$ cat src/rtl/cpu_instr_sequencer.sv
// Instruction issue engine: queues encoded instructions and drives
// them into the processor DIN/Run/Done handshake one at a time.
module cpu_instr_sequencer #(
    parameter int         DATA_W  = 16,
    parameter int         DEPTH   = 8,
    parameter logic [2:0] MVI_OP  = 3'b001,
    parameter int         TIMEOUT = 64
) (
    input  logic                       clock,
    input  logic                       reset,
    input  logic                       in_valid,
    output logic                       in_ready,
    input  logic [2:0]                 in_op,
    input  logic [2:0]                 in_rx,
    input  logic [2:0]                 in_ry,
    input  logic [DATA_W-1:0]          in_imm,
    output logic [DATA_W-1:0]          cpu_din,
    output logic                       cpu_run,
    input  logic                       cpu_done,
    input  logic                       clear_err,
    output logic                       busy,
    output logic [$clog2(DEPTH):0]     level,
    output logic [15:0]                issued_cnt,
    output logic                       timeout_err
);

    localparam int AW = $clog2(DEPTH);
    localparam int EW = DATA_W + 9;
    localparam int TW = $clog2(TIMEOUT);

    typedef enum logic [2:0] {
        IDLE,
        ISSUE,
        IMM,
        WAIT,
        ERR
    } state_t;

    state_t              state;
    logic [EW-1:0]       mem [DEPTH];
    logic [AW-1:0]       wr_ptr;
    logic [AW-1:0]       rd_ptr;
    logic [AW:0]         count;
    logic [TW-1:0]       wdog;
    logic                full;
    logic                push;
    logic                pop;
    logic [EW-1:0]       head;
    logic [2:0]          head_op;
    logic [DATA_W-1:0]   head_imm;
    logic [DATA_W-1:0]   head_word;

    assign full     = (count == (AW+1)'(DEPTH));
    assign in_ready = !full;
    assign push     = in_valid && in_ready;
    assign pop      = (state == WAIT && cpu_done) ||
                      (state == ERR && clear_err);
    assign level    = count;
    assign busy     = (state != IDLE) || (count != '0);

    // Entry layout: {op, rx, ry, imm}; the top 9 bits form the DIN word.
    assign head     = mem[rd_ptr];
    assign head_op  = head[EW-1 -: 3];
    assign head_imm = head[DATA_W-1:0];

    always_comb begin
        head_word      = '0;
        head_word[8:0] = head[EW-1 -: 9];
    end

    always_ff @(posedge clock) begin
        if (push) begin
            mem[wr_ptr] <= {in_op, in_rx, in_ry, in_imm};
        end
    end

    always_ff @(posedge clock or posedge reset) begin
        if (reset) begin
            wr_ptr <= '0;
            rd_ptr <= '0;
            count  <= '0;
        end else begin
            if (push) begin
                wr_ptr <= wr_ptr + 1'b1;
            end
            if (pop) begin
                rd_ptr <= rd_ptr + 1'b1;
            end
            case ({push, pop})
                2'b10:   count <= count + 1'b1;
                2'b01:   count <= count - 1'b1;
                default: count <= count;
            endcase
        end
    end

    always_ff @(posedge clock or posedge reset) begin
        if (reset) begin
            state       <= IDLE;
            cpu_run     <= 1'b0;
            cpu_din     <= '0;
            issued_cnt  <= '0;
            timeout_err <= 1'b0;
            wdog        <= '0;
        end else begin
            unique case (state)
                IDLE: begin
                    if (count != '0) begin
                        state   <= ISSUE;
                        cpu_run <= 1'b1;
                        cpu_din <= head_word;
                    end
                end
                ISSUE: begin
                    cpu_run <= 1'b0;
                    wdog    <= '0;
                    if (head_op == MVI_OP) begin
                        state   <= IMM;
                        cpu_din <= head_imm;
                    end else begin
                        state <= WAIT;
                    end
                end
                IMM: begin
                    state <= WAIT;
                    wdog  <= '0;
                end
                WAIT: begin
                    // Done wins over a watchdog expiry in the same cycle.
                    if (cpu_done) begin
                        state      <= IDLE;
                        issued_cnt <= issued_cnt + 16'd1;
                    end else if (wdog == TW'(TIMEOUT - 1)) begin
                        state       <= ERR;
                        timeout_err <= 1'b1;
                    end else begin
                        wdog <= wdog + 1'b1;
                    end
                end
                ERR: begin
                    if (clear_err) begin
                        state       <= IDLE;
                        timeout_err <= 1'b0;
                    end
                end
                default: begin
                    state   <= IDLE;
                    cpu_run <= 1'b0;
                end
            endcase
        end
    end

endmodule

$ cat config.mk
export PLATFORM = sky130hd
export DESIGN_NAME = cpu_instr_sequencer
export DESIGN_NICKNAME = d
export VERILOG_FILES = /design/src/rtl/cpu_instr_sequencer.sv
export SDC_FILE = /design/constraint.sdc
export NUM_CORES = 1
export LEC_CHECK = 0
export ABC_AREA = 1
export CAP_MARGIN = 20
export CORE_ASPECT_RATIO = 2
export CORE_MARGIN = 3
export CORE_UTILIZATION = 59
export DETAILED_ROUTE_END_ITERATION = 7
export PLACE_DENSITY = 0.78
export SYNTH_ARGS = -nofsm -noshare
export SYNTH_HDL_FRONTEND = slang
export SYNTH_SLANG_ARGS = --single-unit
$ cat constraint.sdc
create_clock -name clock -period 2.8 [get_ports clock]
set_input_delay 0.84 -clock clock [delete_from_list [all_inputs] [get_ports clock]]
set_output_delay 0.84 -clock clock [all_outputs]
set_load 0.005 [all_outputs]
# [After elaboration in Yosys (flattened, before gate mapping)]
# Memories as Yosys holds them, arrays and structs flattened.
# Index checks and enable logic that the tools add are counted.
[classes] addsub=6 eq_ne=16 muxes=21 n_bitwise=1 n_reduce_logical=21
[ops] op="$mux W16" count=2
[ops] op="$pmux W16 S2" count=1
[ops] op="$add A16 B1 Y16 const B" count=1
[ops] op="$pmux W3 S5" count=1
[ops] op="$mux W3" count=4
[ops] op="$mux W6" count=2
[ops] op="$pmux W6 S2" count=1
[ops] op="$ne A2 B2 Y1 const B" count=5
[ops] op="$reduce_and A3 Y1" count=3
[ops] op="$pmux W4 S2" count=1
[ops] op="$reduce_bool A2 Y1" count=4
[ops] op="$mux W1" count=7
[ops] op="$add A3 B1 Y3 const B" count=2
[ops] op="$add A6 B1 Y6 const B" count=1
[ops] op="$eq A3 B1 Y1 const B" count=2
[ops] op="$eq A3 B2 Y1 const B" count=2
[ops] op="$eq A6 B6 Y1 const B" count=1
[ops] op="$add A4 B1 Y4 const B" count=1
[ops] op="$eq A4 B4 Y1 const B" count=1
[ops] op="$pmux W1 S2" count=2
[ops] op="$reduce_and A2 Y1" count=2
[ops] op="$reduce_and A4 Y1" count=1
[ops] op="$reduce_bool A4 Y1" count=1
[ops] op="$sub A4 B1 Y4 const B" count=1
[ops] op="other kinds (13)" count=16
[totals] regBits=53 ram_bits=200 input_bits=30 output_inout_bits=40 wordCells=75 n_memories=1
[mem_list] memory="mem" depth=8 word_bits=25 read_ports=1 rd_ports_with_merged_regs=0 write_ports=1 line="40" source="logic [EW-1:0] mem [DEPTH];"

# [Depth between registers and ports, before layout]
# Gate-level depths: netlist of run 1.
[depth] depth_word=5 ltp_mapped=14 ltp_nobuf=12

# [Worst setup path after synthesis of run 1]
# No wires, ideal clock.
[synth_timing] path_kind="input to register" start="input port in_valid" end="memory mem[0][0] in the netlist's numbering, enable pin" setup_time_ns=0.407 arrival_ns=2.340 t_required_ns=2.393 path_slack_ns=0.053 path_stages=3 path_buffers=0 path_cell_list="nand2_1 -> or2_2 -> nor2_1"
[synth_via] elab_chain_len=3
[synth_rtl] item="start: declaration" line="11" source="input logic in_valid,"
[synth_rtl] item="$logic_and A1 B1 Y1" line="55" source="assign push = in_valid && in_ready;"
[synth_rtl] item="$mux W1" line="72" source="if (push) begin"
[synth_rtl] item="$mux W1 (implied by the code)" line="73" source="mem[wr_ptr] <= {in_op, in_rx, in_ry, in_imm};"
[synth_rtl] item="end: declaration" line="40"
# Every way passes these cells.

# [Worst setup path in the final report of run 1]
[layout_timing] start="register state[0]" end="output port busy"
[layout_via] elab_chain_len=2
[layout_rtl] item="start: declaration" line="39" source="state_t state;"
[layout_rtl] item="start signal: assignment" line="99" source="state <= IDLE;"
[layout_rtl] item="start signal: assignment" line="109" source="state <= ISSUE;"
[layout_rtl] item="start signal: assignment" line="118" source="state <= IMM;"
[layout_rtl] item="$reduce_bool A3 Y1" line="59" source="assign busy = (state != IDLE) || (count != '0);"
[layout_rtl] item="$logic_or A1 B1 Y1" line="59"
[layout_rtl] item="end: declaration" line="21" source="output logic busy,"
# Every way passes these cells.

==> results of run 1 <==
-- report_power, final --
group / internal (W) / switching, W / leakage (nW)
Clock: 0.00181 / 0.00130 / 0.352
Sequential: 0.00477 / 0.000352 / 2.50
Combinational: 0.00162 / 0.00302 / 1.96
-- metrics by stage --
stage	utilization (%)	area [µm²]	hold WS [ns]	cells	worst slack (ns)
floorplan	-	10600	0.465	944	0.0530
global placement	66.8	11600	0.456	1213	0.110
detailed placement	66.8	11600	0.462	1213	0.0616
CTS	71.1	12400	0.486	1254	0.158
global route	71.1	12400	0.514	1254	0.0582
finish	71.1	12400	0.487	1254	0.153
-- cells by family after synthesis --
kind of cell,after synthesis
AO/OA/AOI/OAI,131
XOR/XNOR,21
adder cells (fa/ha/maj),7
buffers and inverters,106
flip-flops,253
AND/OR/NAND/NOR,426
-- worst min-delay path by stage --
stage / startpoint / endpoint
after floorplan: cpu_din[0]$_DFFE_PP0P_ / cpu_din[0]$_DFFE_PP0P_
after global placement: cpu_din[2]$_DFFE_PP0P_ / cpu_din[2]$_DFFE_PP0P_
after detailed placement: cpu_din[5]$_DFFE_PP0P_ / cpu_din[5]$_DFFE_PP0P_
after CTS: cpu_din[7]$_DFFE_PP0P_ / cpu_din[7]$_DFFE_PP0P_
after global routing: cpu_din[7]$_DFFE_PP0P_ / cpu_din[7]$_DFFE_PP0P_
final: cpu_din[2]$_DFFE_PP0P_ / cpu_din[2]$_DFFE_PP0P_
-- registers in the layout (all words and copies together) (netlist names) --
name,flops
mem,200
cpu_din,16
issued_cnt,16
wdog,6
level,4
rd_ptr,3
state,3
wr_ptr,3
cpu_run,1
timeout_err,1
-- layer usage --
metal	vias up	GRT usage (%)	share of wire, %
met4	0	8.60	3.1
met2	243	44.8	56
li1	3393	-	-
met5	-	0	0
met1	3412	27.5	35
met3	65	3.27	5.8
-- layout make-up --
cell class                 instances  area [µm²]
clock buffer                      28         604
timing repair buffer             103         995
multi-input combinational        585        2830
sequential                       253        7330
fill                            1188        5030
clock inverter                    12         145
inverter                          63         239
tap                              210         263
-- cell usage in the layout, fill, tap and decap left out, types with 2 or more instances in the layout --
master	n
edfxtp_1	200
nor2_1	174
nand2_1	131
nand3_1	89
o21ai_0	84
clkdlybuf4s50_1	68
inv_1	54
dfrtp_1	51
buf_4	30
clkbuf_16	23
a21oi_1	13
xor2_1	13
nor2_2	11
o21ai_1	10
o211ai_1	10
xnor2_1	8
nand4_1	7
inv_2	7
o22ai_1	7
ha_1	7
clkbuf_1	4
buf_12	4
nand2_2	3
o31ai_1	3
clkinvlp_4	3
bufinv_16	3
nor3_2	2
clkinv_1	2
nand2_4	2
clkinvlp_2	2
clkinv_2	2
dfrtp_2	2
-- worst max-delay path: stages (launching register included) --
cell and delay [ns]:
dfrtp_2 0.46, or2_1 0.29, nor2_2 0.15, nand2_1 0.10, dlygate4sd2_1 0.30
-- what timing repair did --
action                                  CTS  global route
resized for setup                         4             0
endpoints found under the setup margin    1             0
hold buffers                              0             0
setup buffers                             1             0
==> flow_summary.ini, run 1 <==
[die]
die_h_um = 196
fp.dieW_um = 101
io_pins = 70
start_util_pct = 60.9
dieArea_um2 = 19700
core_area_um2 = 17400
rows = 68

[power]
power_density_nw_per_um2 = 1040
finalPower_w = 0.0129
leakage_nw = 4.80
vdd_drop_max_v = 0.000711

[synthesis]
synth_top_area_share_pct = 56.5
synth_area_leader_cell = edfxtp_1
synth-seq-area-share_pct = 69.0
yosys-mux-area-fraction_pct = 0
synthArstFlopShare_pct = 20.9
synth_top_family_by_area = simple AND/OR/NAND/NOR gates
synthTopCellsByCount = edfxtp_1 (200), nor2_1 (183), nand2_1 (131)
yosysMostFrequentCell = edfxtp_1
synth_warnings = 0
synth-compound-area-share_pct = 6.76
synth-adder-area-share_pct = 0.824
ys_seq_elements = 253
syn-num-nets = 981
syn_area_per_cell_um2 = 11.3
synthFlopType = edfxtp_1
synthesis.instances = 944
synth_cell_type_count = 40
syn_area_um2 = 10600
synthXorXnorAreaFrac_pct = 1.73
synth_simple_gate_area_share_pct = 17.0
synth_edf_count = 200
yosys-top-cells-area = edfxtp_1 (57%), dfrtp_1 (12%), nor2_1 (6.5%)

[layout]
nets = 1065
drive_gt1_share_pct = 9.87
syn_to_final_growth_pct = 16.8
antenna-diode-count = 0

[clock_network]
numCtsBuffers = 22
tritoncts = yes
clkTransAtPathRegs_ns = 0.06
root_buffer = clkbuf_16
cts_buffer_depth = 3
htree_levels = 1
clock-sinks = 253
clock_latency_ns = 0.51

[worst_setup_path]
r2r-end = level[2]$_DFFE_PP0P_
startpoint = state[0]$_DFFE_PP0P_
criticalPathCategory = flop to output port
reg2reg_slack_ns = 0.57
crit_end = busy
cp_max_fo = 5
ff2ff_path_depth = 10
arrival_ns = 1.81
endpoint_kind = output port
r2r-start = state[0]$_DFFE_PP0P_
required_ns = 1.96
cp-start-kind = flop

[detailed_routing]
drc = 0
drt_iter0_markers = 415
wl_per_cell_um = 18.6
ant_nets = 0
viasPerCell = 5.67
via_count = 7113
firstDrtPassIters = 5
wl_um = 23300

[run_status]
status = completed

[timing]
hold_viol = 0
grt_setup_unrepaired = false
finalCriticalPeriod_ns = 2.65
setup_violations = 0
relSlewSlack_pct = 44.4
fin_skew_ns = 0.0106
maxSlewViolCount = 0
worst_pin_slew_ns = 0.835
period_share_pct = 94.5
fmax_mhz = 378
setup_tns_ns = 0

[global_routing]
grt_pass1_wl_um = 36900
grt_usage_pct = 24.1
first_global_vias = 7313
gr-total-overflow = 0
grt_antenna_before_repair = 0
grt_max_degree = 80

[placement]
port_buffers = 69
place.gp.congestion = 0.863
hpwl_um = 14900

[hold_path]
hold_depth = 2
hold_path_class = flop to flop

[job]
max_cap_viol_count = 0
Power figures use the tool's default switching activity.
==> run 2: changes to the inputs <==
--- a/config.mk
+++ b/config.mk
@@ -11,6 +11,7 @@
 export CORE_MARGIN = 3
 export CORE_UTILIZATION = 59
 export DETAILED_ROUTE_END_ITERATION = 7
+export HOLD_SLACK_MARGIN = 0.15
 export PLACE_DENSITY = 0.78
 export SYNTH_ARGS = -nofsm -noshare
 export SYNTH_HDL_FRONTEND = slang
==> results of run 2 <==
The final DEF is identical to that of run 1; final timing and power are the same.
